[src/rtl/resp_analyzer.sv]
`default_nettype none
// +------------------------------------------------------------------------+
// | resp_analyzer                                                          |
// | Dual-MISR output response analyzer grading one fault per session.      |
// | Optional feature macro: RA_DIRECT_CMP_EN (per-transfer direct compare).|
// | Revision: 1.0                                                          |
// +------------------------------------------------------------------------+
module resp_analyzer #(
  parameter int                  OUT_BITS   = 32,
  parameter int                  PAT_COUNT  = 256,
  parameter int                  NUM_FAULTS = 64,
  parameter logic [OUT_BITS-1:0] POLY       = OUT_BITS'(32'h8020_0003)
) (
  input  logic                              clk,
  input  logic                              rst,
  input  logic                              start,
  input  logic                              pat_valid,
  output logic                              pat_ready,
  input  logic [OUT_BITS-1:0]               CUT_OP,
  input  logic [OUT_BITS-1:0]               FF_OP,
  output logic                              FIL_INC,
  output logic                              busy,
  output logic                              done,
  output logic                              det_valid,
  output logic                              det_flag,
  output logic [$clog2(NUM_FAULTS+1)-1:0]   fault_idx,
  output logic [$clog2(NUM_FAULTS+1)-1:0]   det_count,
  output logic [OUT_BITS-1:0]               sig_cut,
  output logic [OUT_BITS-1:0]               sig_ff
);

  localparam int CW = $clog2(NUM_FAULTS + 1);
  localparam int PW = $clog2(PAT_COUNT + 1);
  localparam logic [PW-1:0] PAT_LAST   = PW'(PAT_COUNT - 1);
  localparam logic [CW-1:0] FAULT_LAST = CW'(NUM_FAULTS - 1);
  localparam logic [CW-1:0] DET_MAX    = CW'(NUM_FAULTS);

  typedef enum logic [2:0] {
    S_IDLE  = 3'd0,
    S_RUN   = 3'd1,
    S_CHECK = 3'd2,
    S_NEXT  = 3'd3,
    S_DONE  = 3'd4
  } state_t;

  state_t              state_q;
  logic [PW-1:0]       pat_cnt_q;
  logic                mismatch_q;
  logic                pat_ready_q, fil_inc_q, busy_q, done_q;
  logic                det_valid_q, det_flag_q;
  logic [CW-1:0]       fault_idx_q, det_count_q;
  logic [OUT_BITS-1:0] sig_cut_q, sig_ff_q;

  logic                xfer_d, last_xfer_d, mismatch_d, det_d;
  logic [OUT_BITS-1:0] misr_cut_d, misr_ff_d;

  function automatic logic [OUT_BITS-1:0] misr_step(input logic [OUT_BITS-1:0] m,
                                                    input logic [OUT_BITS-1:0] d);
    return {m[OUT_BITS-2:0], 1'b0} ^ (m[OUT_BITS-1] ? POLY : '0) ^ d;
  endfunction

  always_comb begin
    xfer_d     = pat_valid && pat_ready_q;
    misr_cut_d = misr_step(sig_cut_q, CUT_OP);
    misr_ff_d  = misr_step(sig_ff_q, FF_OP);
`ifdef RA_DIRECT_CMP_EN
    mismatch_d = mismatch_q | (CUT_OP != FF_OP);
`else
    mismatch_d = mismatch_q;
`endif
    // A direct mismatch closes the session early; otherwise only the count does.
    last_xfer_d = (pat_cnt_q == PAT_LAST) | mismatch_d;
    det_d       = (misr_cut_d != misr_ff_d) | mismatch_d;
  end

  always_ff @(posedge clk) begin
    if (!rst) begin
      state_q     <= S_IDLE;
      pat_cnt_q   <= '0;
      mismatch_q  <= 1'b0;
      pat_ready_q <= 1'b0;
      fil_inc_q   <= 1'b0;
      busy_q      <= 1'b0;
      done_q      <= 1'b0;
      det_valid_q <= 1'b0;
      det_flag_q  <= 1'b0;
      fault_idx_q <= '0;
      det_count_q <= '0;
      sig_cut_q   <= '0;
      sig_ff_q    <= '0;
    end else begin
      case (state_q)
        S_IDLE: begin
          if (start) begin
            state_q     <= S_RUN;
            pat_ready_q <= 1'b1;
            busy_q      <= 1'b1;
            pat_cnt_q   <= '0;
            mismatch_q  <= 1'b0;
            det_flag_q  <= 1'b0;
            fault_idx_q <= '0;
            det_count_q <= '0;
            sig_cut_q   <= '0;
            sig_ff_q    <= '0;
          end
        end
        S_RUN: begin
          if (xfer_d) begin
            sig_cut_q  <= misr_cut_d;
            sig_ff_q   <= misr_ff_d;
            pat_cnt_q  <= pat_cnt_q + PW'(1);
            mismatch_q <= mismatch_d;
            if (last_xfer_d) begin
              // Verdict is taken on the post-update signatures so it is valid in CHECK.
              state_q     <= S_CHECK;
              pat_ready_q <= 1'b0;
              det_valid_q <= 1'b1;
              det_flag_q  <= det_d;
              if (det_d && (det_count_q != DET_MAX))
                det_count_q <= det_count_q + CW'(1);
            end
          end
        end
        S_CHECK: begin
          det_valid_q <= 1'b0;
          if (fault_idx_q == FAULT_LAST) begin
            state_q <= S_DONE;
            busy_q  <= 1'b0;
            done_q  <= 1'b1;
          end else begin
            state_q   <= S_NEXT;
            fil_inc_q <= 1'b1;
          end
        end
        S_NEXT: begin
          state_q     <= S_RUN;
          fil_inc_q   <= 1'b0;
          pat_ready_q <= 1'b1;
          fault_idx_q <= fault_idx_q + CW'(1);
          pat_cnt_q   <= '0;
          mismatch_q  <= 1'b0;
          sig_cut_q   <= '0;
          sig_ff_q    <= '0;
        end
        S_DONE: begin
          state_q <= S_DONE;
        end
        default: begin
          state_q <= S_IDLE;
        end
      endcase
    end
  end

  assign pat_ready = pat_ready_q;
  assign FIL_INC   = fil_inc_q;
  assign busy      = busy_q;
  assign done      = done_q;
  assign det_valid = det_valid_q;
  assign det_flag  = det_flag_q;
  assign fault_idx = fault_idx_q;
  assign det_count = det_count_q;
  assign sig_cut   = sig_cut_q;
  assign sig_ff    = sig_ff_q;

endmodule
`default_nettype wire

[config.mk]
export PLATFORM = sky130hd
export DESIGN_NAME = resp_analyzer
export DESIGN_NICKNAME = d
export VERILOG_FILES = /design/src/rtl/resp_analyzer.sv
export SDC_FILE = /design/constraint.sdc
export NUM_CORES = 1
export LEC_CHECK = 0
export BUFFER_PORTS_ARGS = -buffer_cell sky130_fd_sc_hd__buf_2
export CAP_MARGIN = 10
export CORE_ASPECT_RATIO = 1.5
export CORE_MARGIN = 2
export CORE_UTILIZATION = 50
export DETAILED_ROUTE_END_ITERATION = 10
export PLACE_DENSITY = 0.78
export SLEW_MARGIN = 20
export SYNTH_ARGS = -nofsm -noshare
export SYNTH_HDL_FRONTEND = slang
export SYNTH_SLANG_ARGS = --single-unit
[constraint.sdc]
create_clock -name clk -period 3.7 [get_ports clk]
set_input_delay 0.185 -clock clk [delete_from_list [all_inputs] [get_ports clk]]
set_output_delay 0.185 -clock clk [all_outputs]
set_load 0.01 [all_outputs]
==> reports/metrics.yaml <==
clk_path_buf_depth: 2
grt_pass1_vias: 4006
syn_area_mm2: 0.004727
root_buffer: "clkbuf_16"
synth_most_common_cell: "xnor2_1"
worst_setup_path_end_kind: "flip-flop"
ir_drop_v: 0.0002837
grt_max_degree: 128
grtUsageTotal: 0.2287
synth-seq-cells: 96
io_buffer_count: 151
finalHoldViolations: 0
avgSynthCellArea_um2: 8.803
max_stage_delay_ns: 0.62
setup_violations: 0
dr.first_iter.drc_count: 163
syn_to_final_growth_pct: 22.71
rows: 43
yosys_warnings: 0
synthTopCellsByArea: "dfxtp_1 (41%), xnor2_1 (20%), a211oi_1 (9.4%), nor2_1 (6.7%), nand2_1 (2.9%)"
crit_chain: "nand2b_1, nor2_1, a21oi_1, nor2_4, nand2_1, nand2_2, buf_4, a211oi_1"
fin_area_mm2: 0.005801
nets: 742
insertion_delay_ns: 0.35
clock_sinks: 96
power.leakage_uw: 0.002355
synthFlopType: "dfxtp_1"
cts_buffers: 9
vias: 4273
drv_slew: 0
crit_fanout: 37
start_util: 0.5138
dr.pass1.iters: 4
fin_crit_ns: 2.643
overflow: 0
viasPerCell: 5.443
drc: 0
htreeDepth: 3
place_area_mm2: 0.005504
cp_slowest_cell: "dfxtp_1"
synthArstFlopShare: 0
cts_hold_buf: 0
yosys.area.top_type_share: 0.4066
yosysTopAreaCell: "dfxtp_1"
syn_nets: 610
critPathRequiredTime_ns: 3.95
avgRoutedWirePerCell_um: 14.79
fmax_mhz: 378.3
worstSetupStartpointType: "flip-flop"
synth_common_cells: "xnor2_1 (107), dfxtp_1 (96), nor2_1 (85)"
cp_data_arrival_time_ns: 2.89
core_area_mm2: 0.009200
cts_tree: "done"
fin_skew_ns: 0.008158
status: "finished, final reports clean"
cts.reportedPaths.clkPinSlew_ns: 0.07
antenna_found_initial: 0
fin_setup_tns_ns: 0
antennaDiodeCount: 0
die_x_um: 83.39
dieArea_mm2: 0.01026
place_hpwl_um: 8724
worstMarginPinSlew_ns: 0.8338
place.gp.congestion: 0.8436
netlist_instances: 537
ant_nets: 0
grt_pass1_wl_um: 18910
cap_violations: 0
wirelength_um: 11610
ys_seq_area_frac: 0.4066
synth-edff-count: 0
grt_setup_unrepaired: "false"
postCtsSetupBuffers: 0
slew_headroom: 0.4441
finalCritPeriodShare: 0.7144
crit_type: "reg -> reg"
p_per_area_mw_per_mm2: 460.2
synthDistinctLibCells: 45
hp-class: "in -> reg"
num_io_pins: 152
drive_gt1_frac: 0.2675
cts_resized: 0
fp.dieH_um: 123.1
## cells in the final DEF (no fill, tap or decap), types with 2 or more instances in the layout
| master | Yosys | routed |
|---|---|---|
| a21boi_0 | 5 | 5 |
| or2_2 | 3 | 3 |
| nand2_1 | 36 | 35 |
| o31ai_1 | 3 | 3 |
| nor3b_1 | 2 | 2 |
| nand2b_1 | 2 | 2 |
| and3_1 | 3 | 3 |
| ha_1 | 5 | 5 |
| nor2_1 | 85 | 84 |
| xor2_1 | 4 | 4 |
| nand3_1 | 11 | 11 |
| and2_1 | 4 | 4 |
| clkbuf_8 | 0 | 4 |
| clkbuf_16 | 0 | 9 |
| nor2b_1 | 6 | 6 |
| o311ai_0 | 3 | 3 |
| dfxtp_1 | 96 | 96 |
| buf_2 | 1 | 151 |
| nand4_1 | 9 | 9 |
| inv_1 | 4 | 4 |
| xnor2_1 | 107 | 107 |
| o21ai_0 | 15 | 15 |
| o211ai_1 | 3 | 3 |
| or3_1 | 6 | 6 |
| o31ai_2 | 2 | 2 |
| a21oi_1 | 14 | 14 |
| o21ai_1 | 2 | 2 |
| a211oi_1 | 59 | 59 |
## metal layers
| metal | vias up | track usage | part of all wire |
|---|---|---|---|
| li1 | 2123 | - | - |
| met1 | 1972 | 0.2807 | 0.40 |
| met2 | 156 | 0.3821 | 0.50 |
| met3 | 22 | 0.03738 | 0.067 |
| met4 | 0 | 0.1301 | 0.030 |
| met5 | - | 0 | 0 |
## per-stage QoR
step                setup WS [ns]  utilization  total power, uW  std cells  hold slack (ns)
floorplan                   1.596            -             1592        537           0.3355
global placement            1.276       0.5983             1770        770           0.4508
detailed placement          1.117       0.5983             1783        770           0.4766
CTS                         1.088       0.6301             2687        785           0.1644
global route               0.7585       0.6305             2790        785           0.1939
finish                      1.057       0.6305             2670        785           0.1689
## cells by family after synthesis
logic type / count (synthesis) / synth area share
buffers and inverters: 36 / 0.03361
AO/OA/AOI/OAI: 109 / 0.1604
AND/OR/NAND/NOR: 179 / 0.1771
adder cells (fa/ha/maj): 5 / 0.01323
XOR/XNOR: 112 / 0.2091
flip-flops: 96 / 0.4066
## area by class of cell
class / instances / area (um^2)
fill: 795 / 3400
multi-input combinational: 405 / 2656
sequential: 96 / 1922
timing repair buffer: 153 / 774.5
clock buffer: 13 / 280.3
tap: 112 / 140.1
inverter: 4 / 15.01
clock inverter: 2 / 12.51
## critical path, delay by kind of cell (launching register included)
kind	cells	cell delay [ns]
buffers and inverters	1	0.43
DFF	1	0.62
and+or+nand+nor	5	0.94
AOI/OAI and AO/OA	2	0.54
## power by group
group          internal, uW  switching, uW
Combinational           266            323
Sequential             1100           71.3
Clock                   524            384
## sequential cells by signal, indices dropped and copies added, names as in the netlist
| register | cells |
|---|---|
| pat_ready | 1 |
| sig_ff | 32 |
| FIL_INC | 1 |
| pat_cnt_q | 9 |
| busy | 1 |
| det_valid | 1 |
| det_flag | 1 |
| done | 1 |
| sig_cut | 32 |
| det_count | 7 |
| state_q | 3 |
| fault_idx | 7 |
## worst paths after layout
kind,slack [ns],end,cells after the start,startpoint
max reg2reg,1.06,sig_cut[15]$_SDFFE_PN0P_,8,state_q[0]$_SDFFE_PN0P_
min reg2reg,0.48,busy$_SDFFE_PN0P_,2,busy$_SDFFE_PN0P_
min,0.17,sig_cut[0]$_SDFFE_PN0P_,3,CUT_OP[0]
max,1.06,sig_cut[15]$_SDFFE_PN0P_,8,state_q[0]$_SDFFE_PN0P_
Note: power is estimated with default switching activity, not from simulation.
